File: config.mk
export PLATFORM = sky130hd
export DESIGN_NAME = fwd_scoreboard_flat
export DESIGN_NICKNAME = d
export VERILOG_FILES = /design/src/rtl/fwd_scoreboard_pkg.sv /design/src/rtl/fwd_scoreboard_if.sv /design/src/rtl/fwd_scoreboard_reg_scoreboard.sv /design/src/rtl/fwd_scoreboard.sv /design/src/flat_wrapper.sv
export SDC_FILE = /design/constraint.sdc
export NUM_CORES = 1
export LEC_CHECK = 0
export ABC_AREA = 1
export CAP_MARGIN = 20
export CORE_AREA = 2 2 225 227
export CTS_CLUSTER_SIZE = 16
export DETAILED_ROUTE_END_ITERATION = 6
export DIE_AREA = 0 0 227 229
export PLACE_DENSITY_LB_ADDON = 0.08
export SETUP_SLACK_MARGIN = 0.1
export SLEW_MARGIN = 15
export SYNTH_ARGS = -nofsm -noshare
export SYNTH_HDL_FRONTEND = slang
export SYNTH_SLANG_ARGS = --single-unit
export TNS_END_PERCENT = 5
File: constraint.sdc
create_clock -name clk -period 4.1 [get_ports clk]
set_input_delay 0.615 -clock clk [delete_from_list [all_inputs] [get_ports clk]]
set_output_delay 0.615 -clock clk [all_outputs]
set_load 0.02 [all_outputs]
File: src/rtl/fwd_scoreboard_pkg.sv
// -----------------------------------------------------------------------------
// fwd_scoreboard_pkg
// Shared types for the forwarding/scoreboard unit:
//   Gr       - architectural register number (32 GPRs)
//   DType    - datapath word
//   FwdStage - one forwarding stage as seen at the ID/EX boundary
//   reg_bit  - one-hot mask for a register number
// -----------------------------------------------------------------------------
package fwd_scoreboard_pkg;

    localparam int GR_W     = 5;
    localparam int DATA_W   = 32;
    localparam int NUM_REGS = 32;

    typedef logic [GR_W-1:0]   Gr;
    typedef logic [DATA_W-1:0] DType;

    // ready=0 means the stage holds a register-writing instruction whose
    // result is not final yet (a load still in MEM).
    typedef struct packed {
        logic valid;
        Gr    no;
        DType data;
        logic ready;
    } FwdStage;

    function automatic logic [NUM_REGS-1:0] reg_bit(input Gr r);
        logic [NUM_REGS-1:0] v;
        v    = '0;
        v[r] = 1'b1;
        return v;
    endfunction

endpackage

File: src/rtl/fwd_scoreboard_if.sv
// -----------------------------------------------------------------------------
// fwd_scoreboard_if
// Bundle between the pipeline (master) and the forwarding/scoreboard unit
// (slave).
//   master drives : src_no, src_rf, fwd[], issue_*, complete_*, flush
//   slave drives  : src_data, stall, busy_vec, outstanding, sb_err,
//                   stall_cycles
// -----------------------------------------------------------------------------
interface fwd_scoreboard_if #(
    parameter int NUM_SRC    = 6,
    parameter int NUM_FWD    = 2,
    parameter int LONG_SLOTS = 4
);
    import fwd_scoreboard_pkg::*;

    localparam int CNT_W = $clog2(LONG_SLOTS + 1);

    // operand resolution
    Gr       [NUM_SRC-1:0] src_no;
    DType    [NUM_SRC-1:0] src_rf;
    DType    [NUM_SRC-1:0] src_data;
    FwdStage [NUM_FWD-1:0] fwd;        // index 0 = youngest (MEM)

    // scoreboard events
    logic                  issue_valid;
    logic                  issue_long;
    Gr                     issue_rd;
    logic                  complete_valid;
    Gr                     complete_rd;
    logic                  flush;

    // status
    logic                  stall;
    logic [31:0]           busy_vec;
    logic [CNT_W-1:0]      outstanding;
    logic                  sb_err;
    logic [31:0]           stall_cycles;

    modport master (
        output src_no, src_rf, fwd,
        output issue_valid, issue_long, issue_rd,
        output complete_valid, complete_rd, flush,
        input  src_data, stall, busy_vec, outstanding, sb_err, stall_cycles
    );

    modport slave (
        input  src_no, src_rf, fwd,
        input  issue_valid, issue_long, issue_rd,
        input  complete_valid, complete_rd, flush,
        output src_data, stall, busy_vec, outstanding, sb_err, stall_cycles
    );

endinterface

File: src/rtl/fwd_scoreboard_reg_scoreboard.sv
// -----------------------------------------------------------------------------
// reg_scoreboard
// Tracks registers with an outstanding long-latency write.
// Ports:
//   clk, reset         clock, synchronous active-high reset
//   i_issue_set        accepted long issue to a nonzero register
//   i_issue_rd         its destination
//   i_complete_valid   long result written back this cycle
//   i_complete_rd      its destination
//   i_flush            drop every outstanding long op
//   o_busy_vec         per-register pending bits
//   o_outstanding      number of pending long ops
//   o_sb_err           sticky: completion for a register that was not busy
// -----------------------------------------------------------------------------
module reg_scoreboard
    import fwd_scoreboard_pkg::*;
#(
    parameter int LONG_SLOTS = 4,
    parameter int CNT_W      = $clog2(LONG_SLOTS + 1)
) (
    input  logic                clk,
    input  logic                reset,
    input  logic                i_issue_set,
    input  Gr                   i_issue_rd,
    input  logic                i_complete_valid,
    input  Gr                   i_complete_rd,
    input  logic                i_flush,
    output logic [NUM_REGS-1:0] o_busy_vec,
    output logic [CNT_W-1:0]    o_outstanding,
    output logic                o_sb_err
);

    logic [NUM_REGS-1:0] r_busy_vec;
    logic [CNT_W-1:0]    r_outstanding;
    logic                r_sb_err;

    logic                w_complete_hit;
    logic                w_clr;
    logic                w_err;
    logic [NUM_REGS-1:0] w_set_mask;
    logic [NUM_REGS-1:0] w_clr_mask;

    assign w_complete_hit = r_busy_vec[i_complete_rd];
    assign w_clr          = i_complete_valid && w_complete_hit;
    assign w_err          = i_complete_valid && !w_complete_hit;
    assign w_set_mask     = i_issue_set ? reg_bit(i_issue_rd)    : '0;
    assign w_clr_mask     = w_clr       ? reg_bit(i_complete_rd) : '0;

    // An issue to a busy register is always stalled upstream, so the set and
    // clear masks never name the same busy register in one cycle.
    always_ff @(posedge clk) begin
        if (reset) begin
            r_busy_vec    <= '0;
            r_outstanding <= '0;
            r_sb_err      <= 1'b0;
        end else if (i_flush) begin
            // Flush wins over issue/complete; the error flag survives it.
            r_busy_vec    <= '0;
            r_outstanding <= '0;
        end else begin
            r_busy_vec    <= (r_busy_vec & ~w_clr_mask) | w_set_mask;
            r_outstanding <= r_outstanding + CNT_W'(i_issue_set) - CNT_W'(w_clr);
            if (w_err) begin
                r_sb_err <= 1'b1;
            end
        end
    end

    assign o_busy_vec    = r_busy_vec;
    assign o_outstanding = r_outstanding;
    assign o_sb_err      = r_sb_err;

endmodule

File: src/rtl/fwd_scoreboard.sv
// -----------------------------------------------------------------------------
// fwd_scoreboard
// Operand bypass resolution for NUM_SRC sources over NUM_FWD forwarding stages
// (youngest-first), plus the long-latency register scoreboard and the ID
// stall it implies.
// Ports:
//   clk, reset  clock, synchronous active-high reset
//   bus         fwd_scoreboard_if.slave (operands, stages, issue/complete,
//               flush in; src_data, stall, busy_vec, outstanding, sb_err,
//               stall_cycles out)
// Resolution and stall are combinational; scoreboard state updates on the
// next edge.
// -----------------------------------------------------------------------------
module fwd_scoreboard
    import fwd_scoreboard_pkg::*;
#(
    parameter int NUM_SRC    = 6,
    parameter int NUM_FWD    = 2,
    parameter int LONG_SLOTS = 4
) (
    input logic             clk,
    input logic             reset,
    fwd_scoreboard_if.slave bus
);

    localparam int CNT_W = $clog2(LONG_SLOTS + 1);

    logic [NUM_REGS-1:0] w_busy_vec;
    logic [CNT_W-1:0]    w_outstanding;
    logic                w_sb_err;

    logic [NUM_SRC-1:0]  w_wait_fwd;
    logic [NUM_SRC-1:0]  w_wait_busy;
    logic                w_wait_issue;
    logic                w_stall;
    logic                w_issue_set;

    logic [31:0]         r_stall_cycles;

    // ---------------------------------------------------------------------
    // Per-source bypass selection
    // ---------------------------------------------------------------------
    for (genvar gi = 0; gi < NUM_SRC; gi++) begin : g_src
        logic [NUM_FWD-1:0] w_hit;
        DType               w_fwd_sel;
        logic               w_rdy_sel;
        logic               w_nz;

        for (genvar gj = 0; gj < NUM_FWD; gj++) begin : g_stage
            assign w_hit[gj] = bus.fwd[gj].valid && (bus.fwd[gj].no == bus.src_no[gi]);
        end

        assign w_nz = (bus.src_no[gi] != '0);

        // Walk oldest to youngest so the youngest matching stage wins. Only
        // that stage's ready bit matters: a stale older copy is never used.
        always_comb begin
            w_fwd_sel = bus.src_rf[gi];
            w_rdy_sel = 1'b1;
            for (int j = NUM_FWD - 1; j >= 0; j--) begin
                if (w_hit[j]) begin
                    w_fwd_sel = bus.fwd[j].data;
                    w_rdy_sel = bus.fwd[j].ready;
                end
            end
        end

        assign bus.src_data[gi] = w_nz ? w_fwd_sel : '0;
        assign w_wait_fwd[gi]   = w_nz && (|w_hit) && !w_rdy_sel;

        // A completing long op is on a forwarding stage this cycle, so the
        // busy bit need not stall a reader of that register.
        assign w_wait_busy[gi]  = w_nz && w_busy_vec[bus.src_no[gi]] &&
                                  !(bus.complete_valid && (bus.complete_rd == bus.src_no[gi]));
    end

    // WAW on a pending register, or no free long slot.
    assign w_wait_issue = bus.issue_valid && bus.issue_long &&
                          (w_busy_vec[bus.issue_rd] || (w_outstanding == CNT_W'(LONG_SLOTS)));

    assign w_stall     = (|w_wait_fwd) || (|w_wait_busy) || w_wait_issue;

    // r0 is never tracked: a long write to it has no architectural effect.
    assign w_issue_set = bus.issue_valid && !w_stall && !bus.flush &&
                         bus.issue_long && (bus.issue_rd != '0);

    // ---------------------------------------------------------------------
    // Scoreboard
    // ---------------------------------------------------------------------
    reg_scoreboard #(
        .LONG_SLOTS (LONG_SLOTS),
        .CNT_W      (CNT_W)
    ) u_reg_scoreboard (
        .clk              (clk),
        .reset            (reset),
        .i_issue_set      (w_issue_set),
        .i_issue_rd       (bus.issue_rd),
        .i_complete_valid (bus.complete_valid),
        .i_complete_rd    (bus.complete_rd),
        .i_flush          (bus.flush),
        .o_busy_vec       (w_busy_vec),
        .o_outstanding    (w_outstanding),
        .o_sb_err         (w_sb_err)
    );

    // ---------------------------------------------------------------------
    // Saturating stall counter
    // ---------------------------------------------------------------------
    always_ff @(posedge clk) begin
        if (reset) begin
            r_stall_cycles <= '0;
        end else if (w_stall && (r_stall_cycles != 32'hFFFF_FFFF)) begin
            r_stall_cycles <= r_stall_cycles + 32'd1;
        end
    end

    assign bus.stall        = w_stall;
    assign bus.busy_vec     = w_busy_vec;
    assign bus.outstanding  = w_outstanding;
    assign bus.sb_err       = w_sb_err;
    assign bus.stall_cycles = r_stall_cycles;

endmodule
File: src/flat_wrapper.sv
// flat-port wrapper written by rule: the top's interface ports become plain ports
module fwd_scoreboard_flat import fwd_scoreboard_pkg::*;
#(
    parameter int NUM_SRC    = 6,
    parameter int NUM_FWD    = 2,
    parameter int LONG_SLOTS = 4
)
  (clk, reset, bus_src_no, bus_src_rf, bus_fwd, bus_issue_valid, bus_issue_long, bus_issue_rd, bus_complete_valid, bus_complete_rd, bus_flush, bus_src_data, bus_stall, bus_busy_vec, bus_outstanding, bus_sb_err, bus_stall_cycles);
  fwd_scoreboard_if #(.NUM_SRC(NUM_SRC), .NUM_FWD(NUM_FWD), .LONG_SLOTS(LONG_SLOTS)) bus_i ();
  input logic clk;
  input logic reset;
  input wire logic [$bits(bus_i.src_no)-1:0] bus_src_no;
  input wire logic [$bits(bus_i.src_rf)-1:0] bus_src_rf;
  input wire logic [$bits(bus_i.fwd)-1:0] bus_fwd;
  input wire logic [$bits(bus_i.issue_valid)-1:0] bus_issue_valid;
  input wire logic [$bits(bus_i.issue_long)-1:0] bus_issue_long;
  input wire logic [$bits(bus_i.issue_rd)-1:0] bus_issue_rd;
  input wire logic [$bits(bus_i.complete_valid)-1:0] bus_complete_valid;
  input wire logic [$bits(bus_i.complete_rd)-1:0] bus_complete_rd;
  input wire logic [$bits(bus_i.flush)-1:0] bus_flush;
  output wire logic [$bits(bus_i.src_data)-1:0] bus_src_data;
  output wire logic [$bits(bus_i.stall)-1:0] bus_stall;
  output wire logic [$bits(bus_i.busy_vec)-1:0] bus_busy_vec;
  output wire logic [$bits(bus_i.outstanding)-1:0] bus_outstanding;
  output wire logic [$bits(bus_i.sb_err)-1:0] bus_sb_err;
  output wire logic [$bits(bus_i.stall_cycles)-1:0] bus_stall_cycles;
  assign bus_i.src_no = bus_src_no;
  assign bus_i.src_rf = bus_src_rf;
  assign bus_i.fwd = bus_fwd;
  assign bus_i.issue_valid = bus_issue_valid;
  assign bus_i.issue_long = bus_issue_long;
  assign bus_i.issue_rd = bus_issue_rd;
  assign bus_i.complete_valid = bus_complete_valid;
  assign bus_i.complete_rd = bus_complete_rd;
  assign bus_i.flush = bus_flush;
  assign bus_src_data = bus_i.src_data;
  assign bus_stall = bus_i.stall;
  assign bus_busy_vec = bus_i.busy_vec;
  assign bus_outstanding = bus_i.outstanding;
  assign bus_sb_err = bus_i.sb_err;
  assign bus_stall_cycles = bus_i.stall_cycles;
  fwd_scoreboard #(.NUM_SRC(NUM_SRC), .NUM_FWD(NUM_FWD), .LONG_SLOTS(LONG_SLOTS)) u_core (.clk(clk), .reset(reset), .bus(bus_i));
endmodule
; Word level (Yosys, flattened, before mapping)
; Cells that the tools add are included.
[word_totals]
ff_bits = 68
elab_cells = 181
[op_classes]
add_sub_neg = 3
magnitude_cmp = 10
eq_ne = 20
muxes = 52
bitwise_logic = 4
n_reduce_logical = 88
[op_table]
columns = operator, n
row1 = 32-bit two-way mux, 20
row2 = 5-bit equality test, 18
row3 = 1-bit logical AND, 53
row4 = "5-bit by 6-bit < comparator with 1-bit output, second input constant", 8
row5 = 1-bit binary-select mux with 5-bit select, 8
row6 = 5-bit nonzero test, 7
row7 = "32-bit by 1-bit adder with 32-bit output, second input constant", 1
row8 = 32-bit AND, 1
row9 = "32-bit inequality test, second input constant", 1
row10 = 32-bit inverter, 1
row11 = 32-bit bitwise OR, 1
row12 = 1-bit two-way mux, 22
row13 = 1-bit logical NOT, 15
row14 = 2-bit OR reduction, 7
row15 = 6-bit OR reduction, 2
row16 = 1-bit demux with 5-bit select, 2
row17 = "5-bit by 1-bit >= comparator with 1-bit output, second input constant", 2
row18 = 3-bit by 1-bit adder with 3-bit output, 1
row19 = "3-bit equality test, second input constant", 1
row20 = 1-bit logical OR, 3
row21 = 3-bit by 1-bit subtractor with 3-bit output, 1
row22 = 2-bit AND reduction, 1
row23 = 1-bit inverter, 1

; Depth between registers and ports, before layout
[logic_depth]
ltp_word = 16
ltp_mapped = 21
depth_no_buf = 19

; Cells and area by module
; A second synthesis with hierarchy kept.
[hier_totals]
hier_cells = 2613
hier_area_um2 = 12974.9
[modules_own_cells]
columns = mod, instances, cells_per_inst, area_per_inst_um2, seq_area_each_um2
row1 = fwd_scoreboard, 1, 2253, 10557.6, 640.6
row2 = reg_scoreboard, 1, 360, 2417.3, 720.7

; Worst setup path before layout
; No wires, ideal clock.
[synth_timing]
path_kind = input port to flip-flop
from = input port bus_issue_rd[1]
to = register u_core.u_reg_scoreboard.r_outstanding[2], in the netlist u_core.u_reg_scoreboard.o_outstanding[2]
setup_time_ns = 0.070
arrival_ns = 3.090
required_ns = 4.030
setup_slack_ns = 0.939
path_stages = 20
n_path_buf = 3
cell_sequence = buf_2 inv_1 nand2_1 buf_2 o21ai_0 o21ai_1 nand2_1 nor2_1 nand2_1 nand2_1 nand3_1 nor2_4 nand2_4 buf_2 nor2_1 ha_1 inv_1 fa_1 or2_2 a21oi_1
[synth_between]
elab_chain_len = 12
elab_cells_between_ends = 13
cone_classes = 2 x add/sub / 2 x mux / 9 x reduce/logical
[synth_lines]
columns = element, line
row1 = "start, declared", flat_wrapper.sv:17  ; input wire logic [$bits(bus_i.issue_rd)-1:0] bus_issue_rd;
row2 = 1-bit binary-select mux with 5-bit select, fwd_scoreboard.sv:79  ; (w_busy_vec[bus.issue_rd] || (w_outstanding == CNT_W'(LONG_SLOTS)));
row3 = 1-bit two-way mux (not written as such), fwd_scoreboard.sv:79
row4 = 1-bit logical OR, fwd_scoreboard.sv:79
row5 = 1-bit logical AND, fwd_scoreboard.sv:78  ; assign w_wait_issue = bus.issue_valid && bus.issue_long &&
row6 = 1-bit logical OR, fwd_scoreboard.sv:81  ; assign w_stall = (|w_wait_fwd) || (|w_wait_busy) || w_wait_issue;
row7 = via bus_stall, flat_wrapper.sv:22  ; output wire logic [$bits(bus_i.stall)-1:0] bus_stall;
row8 = 1-bit logical NOT, fwd_scoreboard.sv:84  ; assign w_issue_set = bus.issue_valid && !w_stall && !bus.flush &&
row9 = 1-bit logical AND (3 in a row), fwd_scoreboard.sv:84
row10 = 1-bit logical AND, fwd_scoreboard.sv:85  ; bus.issue_long && (bus.issue_rd != '0);
row11 = 3-bit by 1-bit adder with 3-bit output, fwd_scoreboard_reg_scoreboard.sv:62  ; r_outstanding <= r_outstanding + CNT_W'(i_issue_set) - CNT_W'(w_clr);
row12 = 3-bit by 1-bit subtractor with 3-bit output, fwd_scoreboard_reg_scoreboard.sv:62
row13 = "end signal, assigned", fwd_scoreboard_reg_scoreboard.sv:62
row14 = "end, declared", fwd_scoreboard_reg_scoreboard.sv:34  ; logic [CNT_W-1:0] r_outstanding;
; The timed path passes the listed nets, and every way through them passes these cells. The select of a mux whose other input is x is not followed.
; A chain may end at the register's enable or synchronous reset.

; Worst setup path after layout
[layout_timing]
from = input port bus_src_no[6]
to = output port bus_src_data[33]
[layout_between]
elab_chain_len = 5
elab_cells_between_ends = 8
cone_classes = 2 x eq/ne / 3 x mux / 3 x reduce/logical
[layout_lines]
columns = element, line
row1 = "start, declared", flat_wrapper.sv:12  ; input wire logic [$bits(bus_i.src_no)-1:0] bus_src_no;
row2 = 5-bit equality test, fwd_scoreboard.sv:50  ; assign w_hit[gj] = bus.fwd[gj].valid && (bus.fwd[gj].no == bus.src_no[gi]);
row3 = 1-bit logical AND, fwd_scoreboard.sv:50
row4 = 32-bit two-way mux (2 in a row), fwd_scoreboard.sv:61  ; if (w_hit[j]) begin
row5 = 32-bit two-way mux (*), fwd_scoreboard.sv:68  ; assign bus.src_data[gi] = w_nz ? w_fwd_sel : '0;
row6 = "end, declared", flat_wrapper.sv:21  ; output wire logic [$bits(bus_i.src_data)-1:0] bus_src_data;
; Every way passes the cells marked *; elsewhere a longest branch is shown, timed or not.

==> key figures <==
Timing
  • Fin. max-slew vios: 0
  • RSZ-0062 raised after global routing: yes
  • Max Clock Skew: 11.68 ps
  • Worst relative slew slack: 0.2817
  • Worst-Margin Slew: 1076 ps
  • Final hold viol count: 0
  • Highest Clock Rate: 252.2 MHz
  • Worst setup margin: 134.1 ps
  • Final min period: 3966 ps
  • Total Neg Setup Slack: 0 ps
  • Final period util: 0.9673
  • Final setup viols: 0

Placement
  • Hpwl dp: 70.18 mm
  • Placed cells: 3728
  • Port buffer count: 576
  • Post-Place Cell Area: 19920 um^2
  • GP Congestion: 0.9787
  • Pre-CTS WS: -183.5 ps

Synth
  • Gate Count Post-Synth: 2506
  • #FFs+latches synth: 68
  • Yosys Warn Count: 0
  • Synth Area in Compound Gates: 0.3777
  • Simple-gate area share of the yosys netlist: 0.3025
  • Synth cell types: 36
  • Mapped Area: 12630 um^2
  • XOR/XNOR share of the synthesized area: 0.02842
  • Main combinational cell family by area after synthesis: compound AO/OA/AOI/OAI gates
  • Synth Area in Adders: 0.004555
  • Syn Nets: 2826
  • Syn Area/Cell: 5.042 um^2
  • Post-synthesis sequential area ratio: 0.1077
  • Mux cell area share after synthesis: 0

Final layout
  • Final Cell Area: 20260 um^2
  • Fraction of layout cells with a size suffix above 1: 0.06940
  • P&R area growth vs syn: 60.33%
  • Nets: 3387
  • Fin util: 0.4079
  • Final std cells w/o fill: 3744

Die
  • Boundary Pins: 577
  • Row Count: 82
  • Initial Util: 0.2544
  • Die height: 229 um
  • Chip Width: 227 um
  • Die area: 51980 um^2
  • Total core area: 49660 um^2

Global routing
  • Vias in the first global route: 18720
  • Pin count of the biggest net entering global routing: 65
  • Gr ovfl total: 0
  • First-pass GRT wire length: 127.2 mm
  • Initial antenna violation count: 5
  • Total Routing Usage GR: 0.3280

Critical path
  • Crit-path most repeated cell: clkdlybuf4s50_1
  • Setup Crit Path Kind: primary input to output pin
  • Crit-path max cell delay: 630 ps
  • CP Cell Sequence: clkdlybuf4s50_1 > inv_2 > nand2_1 > nor4_4 > buf_4 > a21oi_1 > o21ai_0 > inv_1 > clkdlybuf4s50_1
  • Slowest-stage cell, CP: clkdlybuf4s50_1
  • Crit path DAT: 3350 ps
  • Critical path endpoint category: output pin
  • Reg2reg path depth: 15
  • Crit Reg-Reg Endpoint: u_core.u_reg_scoreboard.o_outstanding[2]$_SDFF_PP0_
  • Crit path to: bus_src_data[33]
  • Worst Path Required: 3480 ps
  • CP startpoint kind: primary input
  • R2R setup slack: 900 ps
  • Worst Setup SP: bus_src_no[6]
  • Max FO, Critical Path: 24
  • Critical R2R Launch: u_core.u_reg_scoreboard.o_busy_vec[9]$_SDFF_PP0_

Route
  • Vias after detailed routing: 20010
  • DRC: 0
  • Drt first pass iters: 7
  • DR vias/cell: 5.343
  • Drt first-iter violations: 2419
  • Per-cell routed wire length: 23.85 um
  • Antenna-violating nets left: 0
  • Final wirelength: 89.30 mm

Clocking
  • Htree depth: 3
  • Clock Tree Root: clkbuf_16
  • Sink Count: 68
  • Clock buffer depth: 2
  • Clock transition at path regs: 60 ps
  • Num CTS Buffers: 9
  • Clock latency on the worst-skew pair: 350 ps
  • Post-CTS setup buffers: 0
  • CTS tree: built

Status
  • Status: finished, final reports clean

Pwr
  • Worst vdd ir: 0.1972 mV
  • Lkg Pwr: 0.008887 uW
  • Cell Pwr Density: 168.3 nW/um^2

Worst hold path
  • Min-delay worst type: flop to flop

Run
  • Max cap viols: 0
==> worst min-delay path by stage <==
| stage | from | endpoint | slack [ps] | cells past startpoint |
|---|---|---|---|---|
| global route | u_core.u_reg_scoreboard.o_sb_err$_SDFFE_PP0P_ | u_core.u_reg_scoreboard.o_sb_err$_SDFFE_PP0P_ | 490 | 2 |
| floorplan | u_core.u_reg_scoreboard.o_sb_err$_SDFFE_PP0P_ | u_core.u_reg_scoreboard.o_sb_err$_SDFFE_PP0P_ | 530 | 2 |
| CTS | u_core.u_reg_scoreboard.o_sb_err$_SDFFE_PP0P_ | u_core.u_reg_scoreboard.o_sb_err$_SDFFE_PP0P_ | 470 | 2 |
| detailed placement | u_core.u_reg_scoreboard.o_sb_err$_SDFFE_PP0P_ | u_core.u_reg_scoreboard.o_sb_err$_SDFFE_PP0P_ | 450 | 2 |
| finish | u_core.u_reg_scoreboard.o_sb_err$_SDFFE_PP0P_ | u_core.u_reg_scoreboard.o_sb_err$_SDFFE_PP0P_ | 470 | 2 |
| global placement | u_core.u_reg_scoreboard.o_sb_err$_SDFFE_PP0P_ | u_core.u_reg_scoreboard.o_sb_err$_SDFFE_PP0P_ | 460 | 2 |
==> critical path: cells and delay by family <==
kind / cells / cell delay, ps
AOI/OAI and AO/OA: 2 / 190
buffers and inverters: 5 / 1930
and+or+nand+nor: 2 / 590
==> logic make-up (layout without fill, tap and decap cells) <==
family,Yosys count,in the layout
XOR/XNOR,41,41
other,0,3
flip-flops,68,68
AND/OR/NAND/NOR,896,896
buffers and inverters,576,1139
AO/OA/AOI/OAI,921,921
adder cells (fa/ha/maj),4,4
==> report_power, final <==
| group | switching [uW] | internal [uW] |
|---|---|---|
| clock network | 308 | 475 |
| logic | 1110 | 848 |
| registers | 5.73 | 665 |
| total | 1420 | 1990 |
==> stage by stage <==
| stage | hold slack, ps | total power [uW] |
|---|---|---|
| floorplan | 526.4 | 1537 |
| global placement | 455.4 | 2618 |
| detailed placement | 452.6 | 2606 |
| CTS | 465.3 | 3405 |
| global route | 487.9 | 3581 |
| finish | 470.6 | 3409 |
==> registers in the layout (all words and copies together) (netlist names) <==
| name | flops |
|---|---|
| u_core.bus.stall_cycles | 32 |
| u_core.u_reg_scoreboard.o_busy_vec | 32 |
| u_core.u_reg_scoreboard.o_outstanding | 3 |
| u_core.u_reg_scoreboard.o_sb_err | 1 |
==> cell usage after synthesis (all sizes together) <==
library cell / count / area, um^2
or2: 1 / 6.260
a21oi: 335 / 1677
o21ai: 506 / 2532
xor2: 33 / 289.0
a211oi: 2 / 15.01
nor3b: 1 / 7.510
nand4: 46 / 287.8
inv: 390 / 1464
clkbuf: 125 / 474.2
nor3: 36 / 180.2
clkinv: 3 / 11.26
a21boi: 2 / 15.01
nor4: 11 / 102.6
ha: 3 / 37.54
a22oi: 10 / 75.07
nand2: 506 / 1914
buf: 58 / 312.8
xnor2: 8 / 70.07
nand3b: 5 / 37.54
dfxtp: 68 / 1361
o22ai: 30 / 187.7
nand3: 150 / 750.7
nor2: 140 / 535.5
fa: 1 / 20.02
o211ai: 36 / 270.3
==> layer usage <==
| metal | vias to the layer above | GRT usage | wire length, um |
|---|---|---|---|
| met4 | 4 | 0.08558 | 2460 |
| met3 | 166 | 0.06145 | 8217 |
| li1 | 9417 | - | - |
| met1 | 9304 | 0.4514 | 38450 |
| met5 | - | 0 | 22 |
| met2 | 1115 | 0.5222 | 40160 |
==> cells in the final DEF (no fill, tap or decap), types with 5 or more instances in the layout <==
cell type	netlist	routed
nand4_1	46	46
nand3_1	150	148
buf_12	0	20
nor2_1	138	135
clkbuf_16	0	9
dlymetal6s2s_1	0	5
nand2_4	2	5
o211ai_1	36	36
nor4_1	7	7
xnor2_1	8	8
nor3_1	36	34
inv_1	375	372
o22ai_1	30	30
nand2_1	504	498
nand3b_1	5	5
o21ai_0	501	501
clkdlybuf4s50_1	0	566
inv_2	15	18
a22oi_1	10	10
dfxtp_1	68	68
o21ai_1	5	5
xor2_1	33	33
a21oi_1	335	335
buf_4	4	140
==> repair_timing <==
item                       CTS  global route
resized for setup            4            16
hold buffers                 0             0
pin swaps                    0             0
setup endpoints to repair   49            91
==> area by class of cell <==
class	instances	area, um^2
clock inverters	3	40.04
repair buffers	733	7198
inverters	393	1475
diodes	3	7.507
clock buffers	10	239.0
well taps	672	840.8
multi-input cells	1862	9095
fillers	5607	29400
flip-flops and latches	68	1361
Power figures use the tool's default switching activity.
